$ cat config.mk
export PLATFORM = sky130hd
export DESIGN_NAME = stopwatch_core
export DESIGN_NICKNAME = d
export VERILOG_FILES = /design/src/rtl/stopwatch_pkg.sv /design/src/rtl/bcd_digit_counter.sv /design/src/rtl/stopwatch_core.sv
export SDC_FILE = /design/constraint.sdc
export NUM_CORES = 1
export LEC_CHECK = 0
export CAP_MARGIN = 15
export CORE_MARGIN = 2
export CORE_UTILIZATION = 25
export CTS_CLUSTER_SIZE = 25
export DETAILED_ROUTE_END_ITERATION = 8
export GPL_TIMING_DRIVEN = 0
export PLACE_DENSITY = 0.46
export SKIP_CTS_REPAIR_TIMING = 1
export SLEW_MARGIN = 20
export SYNTH_ARGS = -nofsm -noshare
export SYNTH_HDL_FRONTEND = slang
export SYNTH_HIERARCHICAL = 1
export SYNTH_SLANG_ARGS = --single-unit
$ cat constraint.sdc
create_clock -name clk -period 5.6 [get_ports clk]
set_input_delay 1.12 -clock clk [delete_from_list [all_inputs] [get_ports clk]]
set_output_delay 1.12 -clock clk [all_outputs]
set_load 0.1 [all_outputs]
$ cat src/rtl/stopwatch_pkg.sv
// stopwatch_pkg: shared types and helpers for the stopwatch engine.
//   - sw_state_e : control state (idle / running / paused)
//   - DIGIT_W    : bits per displayed digit
//   - digit_base : extracts the base of digit k from a packed base vector
package stopwatch_pkg;

  localparam int unsigned DIGIT_W = 4;

  typedef enum logic [1:0] {
    StIdle    = 2'd0,
    StRunning = 2'd1,
    StPaused  = 2'd2
  } sw_state_e;

  // Bases are packed DIGIT_W bits per digit, digit 0 in the LSBs (up to 8 digits).
  function automatic int unsigned digit_base(input logic [31:0] bases, input int unsigned k);
    return 32'(bases[k*DIGIT_W +: DIGIT_W]);
  endfunction

endpackage

$ cat src/rtl/bcd_digit_counter.sv
// bcd_digit_counter: single modulo-BASE digit of the stopwatch chain.
// Ports:
//   clk    - system clock
//   rst    - synchronous active-high reset
//   clear  - synchronous zero of the digit
//   enable - advance by one this cycle (wraps BASE-1 -> 0)
//   value  - current digit value
//   at_max - digit currently equals BASE-1
module bcd_digit_counter #(
  parameter int unsigned BASE = 10
) (
  input  logic       clk,
  input  logic       rst,
  input  logic       clear,
  input  logic       enable,
  output logic [3:0] value,
  output logic       at_max
);

  localparam logic [3:0] MaxVal = 4'(BASE - 1);

  logic [3:0] value_q, value_d;

  always_comb begin
    value_d = value_q;
    if (clear) begin
      value_d = '0;
    end else if (enable) begin
      value_d = (value_q == MaxVal) ? 4'd0 : value_q + 4'd1;
    end
  end

  always_ff @(posedge clk) begin
    if (rst) begin
      value_q <= '0;
    end else begin
      value_q <= value_d;
    end
  end

  assign value  = value_q;
  assign at_max = (value_q == MaxVal);

endmodule

$ cat src/rtl/stopwatch_core.sv
// stopwatch_core: prescaled stopwatch with start/stop, clear and lap freeze.
// Ports:
//   clk, rst          - clock and synchronous active-high reset
//   start_stop        - pulse: idle/paused -> running, running -> paused
//   clear             - pulse: zero count, prescaler and lap, return to idle
//   lap               - pulse: toggle display freeze (ignored in idle)
//   digits            - displayed count, one digit per nibble, digit 0 in LSBs
//   running           - high while running
//   lap_active        - high while the display is frozen
//   wrap              - one-cycle pulse when the count rolls over to zero
// Build option: define STOPWATCH_LAP_EN to include the lap register and freeze logic;
// otherwise lap is ignored and lap_active is tied low.
module stopwatch_core
  import stopwatch_pkg::*;
#(
  parameter int unsigned                  CLK_FREQ_HZ = 100_000_000,
  parameter int unsigned                  TICK_HZ     = 100,
  parameter int unsigned                  NUM_DIGITS  = 4,
  parameter logic [4*NUM_DIGITS-1:0]      DIGIT_BASES = {4'd6, 4'd10, 4'd10, 4'd10}
) (
  input  logic                    clk,
  input  logic                    rst,
  input  logic                    start_stop,
  input  logic                    clear,
  input  logic                    lap,
  output logic [4*NUM_DIGITS-1:0] digits,
  output logic                    running,
  output logic                    lap_active,
  output logic                    wrap
);

  localparam int unsigned SafeTick = (TICK_HZ == 0) ? 1 : TICK_HZ;
  localparam int unsigned Div      = CLK_FREQ_HZ / SafeTick;
  localparam int unsigned PreW     = (Div > 1) ? $clog2(Div) : 1;
  localparam logic [PreW-1:0] PreMax = PreW'(Div - 1);

  if (TICK_HZ == 0 || (CLK_FREQ_HZ % SafeTick) != 0 || Div == 0) begin : g_bad_tick
    $error("CLK_FREQ_HZ must be a nonzero exact multiple of TICK_HZ");
  end
  if (NUM_DIGITS == 0 || NUM_DIGITS > 8) begin : g_bad_digits
    $error("NUM_DIGITS must be 1..8");
  end

  sw_state_e              state_q, state_d;
  logic [PreW-1:0]        pre_q, pre_d;
  logic                   wrap_q, wrap_d;
  logic                   tick;
  logic [NUM_DIGITS-1:0]  dig_at_max;
  logic [NUM_DIGITS-1:0]  dig_en;
  logic [4*NUM_DIGITS-1:0] live_count;

  assign tick = (state_q == StRunning) && (pre_q == PreMax);

  // Digit chain: digit k advances on a tick when every lower digit is at its maximum.
  for (genvar k = 0; k < NUM_DIGITS; k++) begin : g_digit
    localparam int unsigned Base = digit_base(32'(DIGIT_BASES), k);
    if (Base < 2 || Base > 10) begin : g_bad_base
      $error("each digit base must be 2..10");
    end
    if (k == 0) begin : g_lsd
      assign dig_en[k] = tick;
    end else begin : g_upper
      assign dig_en[k] = tick & (&dig_at_max[k-1:0]);
    end
    bcd_digit_counter #(
      .BASE (Base)
    ) u_digit (
      .clk    (clk),
      .rst    (rst),
      .clear  (clear),
      .enable (dig_en[k]),
      .value  (live_count[k*DIGIT_W +: DIGIT_W]),
      .at_max (dig_at_max[k])
    );
  end

  always_comb begin
    state_d = state_q;
    if (clear) begin
      state_d = StIdle;
    end else if (start_stop) begin
      case (state_q)
        StIdle, StPaused: state_d = StRunning;
        StRunning:        state_d = StPaused;
        default:          state_d = StIdle;
      endcase
    end
  end

  // Prescaler only moves while running, so a pause keeps any partial tick.
  always_comb begin
    pre_d = pre_q;
    if (clear) begin
      pre_d = '0;
    end else if (state_q == StRunning) begin
      pre_d = tick ? '0 : pre_q + PreW'(1);
    end
  end

  // Wrap coincides with the zeroed digits appearing; a same-cycle clear suppresses it.
  assign wrap_d = tick & (&dig_at_max) & ~clear;

  always_ff @(posedge clk) begin
    if (rst) begin
      state_q <= StIdle;
      pre_q   <= '0;
      wrap_q  <= 1'b0;
    end else begin
      state_q <= state_d;
      pre_q   <= pre_d;
      wrap_q  <= wrap_d;
    end
  end

  assign running = (state_q == StRunning);
  assign wrap    = wrap_q;

`ifdef STOPWATCH_LAP_EN
  logic                    lap_active_q, lap_active_d;
  logic [4*NUM_DIGITS-1:0] lap_q, lap_d;

  // start_stop outranks lap; a dropped lap is not retried.
  always_comb begin
    lap_active_d = lap_active_q;
    lap_d        = lap_q;
    if (clear) begin
      lap_active_d = 1'b0;
      lap_d        = '0;
    end else if (!start_stop && lap && state_q != StIdle) begin
      if (lap_active_q) begin
        lap_active_d = 1'b0;
      end else begin
        lap_active_d = 1'b1;
        lap_d        = live_count;  // pre-increment value if a tick coincides
      end
    end
  end

  always_ff @(posedge clk) begin
    if (rst) begin
      lap_active_q <= 1'b0;
      lap_q        <= '0;
    end else begin
      lap_active_q <= lap_active_d;
      lap_q        <= lap_d;
    end
  end

  assign lap_active = lap_active_q;
  assign digits     = lap_active_q ? lap_q : live_count;
`else
  logic unused_lap;
  assign unused_lap = lap;
  assign lap_active = 1'b0;
  assign digits     = live_count;
`endif

endmodule

After elaboration in Yosys (flattened, before gate mapping)
Index checks and enable logic that the tools add are counted.

word-level totals
  register bits after elaboration = 39
  input port bits = 5
  output and inout port bits = 19
  logic and storage cells = 38

operators by class
  add/sub/neg operators = 5
  equal/unequal tests = 7
  mux-type cells = 6
  bitwise gates (word level) = 6
  reduce and logical (&&, ||, !) cells = 7

operators by type and width
  cell                                                             number
  20-bit by 1-bit adder with 20-bit output, second input constant  1
  20-bit == test, second input constant                            1
  20-bit 2-to-1 mux                                                1
  4-bit by 1-bit adder with 4-bit output, second input constant    4
  4-bit 2-to-1 mux                                                 4
  4-bit == test, second input constant                             3
  1-bit AND                                                        5
  4-bit by 3-bit == test with 1-bit output, second input constant  1
  2-bit one-hot mux with 2 select lines                            1
  4-bit AND reduction                                              1
  2-bit OR reduction                                               2
  3-bit AND reduction                                              1
  2-bit by 1-bit == test with 1-bit output, second input constant  1
  2-bit == test, second input constant                             1
  2-bit zero test                                                  1
  2-bit AND reduction                                              1
  1-bit logical AND                                                1
  1-bit NOT                                                        1

Depth between registers and ports, before layout
  depth after elaboration = 4
  depth in mapped cells = 9

Cells and area by module
The synthesis kept the hierarchy.

by module, submodules not included
  module                                       times used  cells an instance  area each (um2)
  stopwatch_core                               1           130                1144.8
  bcd_digit_counter at g_digit[0].u_digit ...  3           21                 198.9
  bcd_digit_counter at g_digit[3].u_digit      1           19                 188.9

Least setup slack after synthesis
Ideal clock, no wire load.

  kind = flip-flop to flip-flop
  start point = register pre_q[0]
  end point = register g_digit[3].u_digit.value_q[1]
  setup time = 0.080 ns
  arrival = 2.250 ns
  required time = 5.520 ns
  path slack = 3.270 ns
  cell stages (with the launch flop) = 10
  buffers on the path = 1
  clock period less this slack = 2.330 ns
  cells stage by stage = dfxtp_1 ha_1 and4b_1 buf_2 nand4_2 nor3_2 and3_1 nand2_2 a211o_1 a211oi_2

between the ends
  word-level cells in the longest chain between the ends = 3

RTL lines
  element                 RTL line                 source
  start, declared         stopwatch_core.sv:45     logic [PreW-1:0] pre_q, pre_d;
  start signal, assigned  stopwatch_core.sv:110    pre_q <= pre_d;
  20-bit == test          stopwatch_core.sv:52     assign tick = (state_q == StRunning) && (pre_q == PreMax);
  1-bit logical AND       stopwatch_core.sv:52
  named net dig_en[0]     stopwatch_core.sv:49     logic [NUM_DIGITS-1:0] dig_en;
  1-bit AND               stopwatch_core.sv:63     assign dig_en[k] = tick & (&dig_at_max[k-1:0]);
  named net dig_en[3]     stopwatch_core.sv:49
  end signal, assigned    bcd_digit_counter.sv:37  value_q <= value_d;
  end, declared           bcd_digit_counter.sv:22  logic [3:0] value_q, value_d;

The timed path passes the listed nets, and every way through them passes these cells.
A chain may end at the register's enable or synchronous reset.

Worst setup path in the final report
  start point = register state_q[0]
  end point = output running

between the ends
  word-level cells in the longest chain between the ends = 1

RTL lines
  element                                   RTL line               source
  start, declared                           stopwatch_core.sv:44   sw_state_e state_q, state_d;
  start signal, assigned                    stopwatch_core.sv:105  state_q <= StIdle;
  start signal, assigned                    stopwatch_core.sv:109  state_q <= state_d;
  2-bit by 1-bit == test with 1-bit output  stopwatch_core.sv:115  assign running = (state_q == StRunning);
  end, declared                             stopwatch_core.sv:27   output logic running,

Every way passes these cells.

==> impl_metrics.py <==
metrics = {
    "logic_synthesis": {
        "yosys-mux-area-fraction": 0.00518,
        "synth-compound-area-share": 0.128,
        "netlist_instances": 212,
        "seq_area_frac_synth": 0.404,
        "synth_area_um2": 1930,
        "synth.most_common_cell": "dfxtp_1",
        "synth-main-ff-cell": "dfxtp_1",
        "synthAdderAreaFrac": 0.00648,
        "synth_area_leaders": "dfxtp_1, xor2_1, xnor2_1, nand2_1, and4b_1",
        "synthSimpleGateAreaFrac": 0.331,
        "ys_ff_latch": 39,
        "ys_warn_count": 6,
        "synth_cell_type_count": 45,
        "synthXorXnorAreaFrac": 0.0953,
        "synth_common_cells": "dfxtp_1, nand2_1, nor2_1",
        "async_flop_share": 0,
        "synth_top_family_by_area": "simple AND/OR/NAND/NOR gates",
        "synth.top_cell.area_share": 0.404,
        "synth_top_cell_by_area": "dfxtp_1",
        "synth_edf_count": 0,
        "syn_avg_cell_area_um2": 9.11,
        "synth_nets": 218,
    },
    "worst_setup_path": {
        "r2r_end": "g_digit[3].u_digit/value[1]",
        "r2r_setup_slack_ps": 2850,
        "crit_arrival_ps": 2140,
        "end_kind": "output port",
        "r2r.worst_path.cells": 9,
        "start_kind": "register",
        "crit_fanout": 5,
        "timing.rr.start": "pre_q[0]",
        "path_class": "register to output port",
        "worstPathRequired_ps": 4480,
    },
    "clock_network": {
        "cts_buffer_depth": 2,
        "cts_root_buf": "clkbuf_8",
        "tritoncts": "built",
        "cts.reportedPaths.clkPinSlew_ps": 80,
        "h-tree-depth": 2,
        "cts_buffers": 5,
        "cts.sinks": 39,
        "clkLatencyLatePin_ps": 290,
    },
    "power": {
        "clockPowerShare": 0.431,
        "switching_share": 0.214,
        "ir_worst_vdd_mv": 0.133,
        "p_switching_uw": 113,
        "p_int_uw": 414,
        "p_comb_frac": 0.039,
        "power.total_uw": 527,
        "p_leak_nw": 0.782,
        "seqPwrFrac": 0.530,
        "pwr_density_cell_nw_per_um2": 222,
    },
    "placement": {
        "hpwl_um": 2970,
        "port-buffer-count": 21,
        "place.gp.congestion": 0.747,
        "placed_cells": 335,
    },
    "timing": {
        "final_max_slew_viol_count": 0,
        "setup_viol_count_final": 0,
        "setup_tns_ps": 0,
        "period_share": 0.581,
        "rsz0062_at_grt": "no",
        "fmax_mhz": 307,
        "slew_headroom": 0.344,
        "period_minus_slack_ps": 3260,
        "fin_worst_skew_ps": 12.5,
        "tightest_slew_ps": 981,
        "hold_viol": 0,
    },
    "die": {
        "initial_core_util": 0.254,
        "fp-row-count": 32,
        "core_um2": 7610,
        "dieArea_um2": 8440,
        "die_h_um": 91.9,
        "die_w_um": 91.9,
        "ios": 24,
    },
    "global_route": {
        "grt_start_max_net_pins": 19,
        "grt_util_all_layers": 0.108,
        "grt-ovfl-total": 0,
        "grt_pass1_wl_um": 7330,
        "grt_pass1_vias": 1467,
        "antenna_found_initial": 0,
    },
    "drt": {
        "dr.pass1.iters": 4,
        "vias": 1576,
        "wl_um": 4210,
        "drc": 0,
        "drt-wirelength-per-cell_um": 12.3,
        "antenna_left": 0,
        "drtIter0Drc": 60,
        "viasPerCell": 4.61,
    },
    "final_layout": {
        "final_layout_size_suffix_gt1_frac": 0.100,
        "area_growth_pct": 22.8,
        "antennaDiodeCount": 0,
        "utilization": 0.312,
        "nets": 246,
        "final_cells": 342,
    },
    "hold_path": {
        "hold_path_startpoint": "pre_q[18]",
        "min_path_cells": 2,
        "min_path_type": "register to register",
        "min_to": "pre_q[18]",
    },
    "run_status": {
        "status": "completed",
    },
    "flow_run": {
        "cap_viol_max_count": 0,
    },
}
[cells in the final DEF (no fill, tap or decap), drive strengths merged, types with 3 or more instances in the layout]
master         instances
clkbuf                 7
nor2b                  4
dfxtp                 39
o21ai                 13
nand4                  9
inv                    7
nand3                  8
nor3                   9
nand2                 18
a21oi                  8
and3                   3
and2                   5
buf                    4
a211o                  4
clkdlybuf4s50         21
and2b                  3
and4                   5
a211oi                 8
xor2                  12
nor2                  15
and4bb                 4
and4b                  6
xnor2                  9
[kinds of logic (layout without fill, tap and decap cells)]
kind of cell             after synthesis  count (layout)
other                                  1               1
AO/OA/AOI/OAI                         36              36
XOR/XNOR                              21              21
AND/OR/NAND/NOR                      101             101
multiplexers                           1               1
flip-flops                            39              39
adder cells (fa/ha/maj)                1               1
buffers and inverters                 12              40
[metal layers]
layer / wire (µm) / share of wire / track usage / vias to the layer above
li1: - / - / - / 820
met1: 2170 / 0.52 / 0.149 / 734
met2: 1870 / 0.44 / 0.163 / 18
met3: 112 / 0.027 / 0.0279 / 4
met4: 56 / 0.013 / 0.0410 / 0
met5: 0 / 0 / 0 / -
[critical path: stages, from the launching register on]
cell and delay (ps):
dfxtp_1 420, nand2b_1 110, inv_1 150, clkdlybuf4s50_1 1160
[cell type report]
| class | count | area, µm² |
|---|---|---|
| flip-flops and latches | 39 | 781 |
| inverters | 7 | 26.3 |
| fillers | 842 | 5240 |
| well taps | 102 | 128 |
| plain buffers | 5 | 28.8 |
| multi-input cells | 161 | 1090 |
| clock buffers | 6 | 72.6 |
| repair buffers | 21 | 210 |
| clock inverters | 1 | 30.0 |
[power groups by stage]
stage | Combinational (mW) | Sequential, mW | Clock [mW]
after floorplan | 0.0117 | 0.285 | 0
after global placement | 0.0212 | 0.285 | 0
after detailed placement | 0.0211 | 0.285 | 0
after CTS | 0.0211 | 0.279 | 0.235
after global routing | 0.0227 | 0.279 | 0.250
final | 0.0208 | 0.279 | 0.227
[per-stage QoR]
step | instance area, µm² | setup slack, ps | hold WS (ps)
final | 2370 | 2340 | 476
after detailed placement | 2270 | 2580 | 470
after floorplan | 1930 | 3270 | 448
after CTS | 2370 | 2340 | 482
after global placement | 2270 | 2570 | 461
after global routing | 2370 | 2250 | 510
[flip-flops by register name, summed over array words and instances, names as in the netlist]
| name | cells |
|---|---|
| g_digit.u_digit/value | 16 |
| wrap | 1 |
| state_q | 2 |
| pre_q | 20 |
[how the worst max path moves through the flow]
| stage | startpoint | slack, ps | cells past startpoint | to |
|---|---|---|---|---|
| after floorplan | pre_q[0] | 3270 | 9 | g_digit[3].u_digit/value[1] |
| after global placement | clear | 2570 | 5 | pre_q[3] |
| final | state_q[0] | 2340 | 3 | running |
| after detailed placement | clear | 2580 | 5 | pre_q[14] |
| after CTS | state_q[0] | 2340 | 3 | running |
| after global routing | state_q[0] | 2250 | 3 | running |
Power figures use the tool's default switching activity.
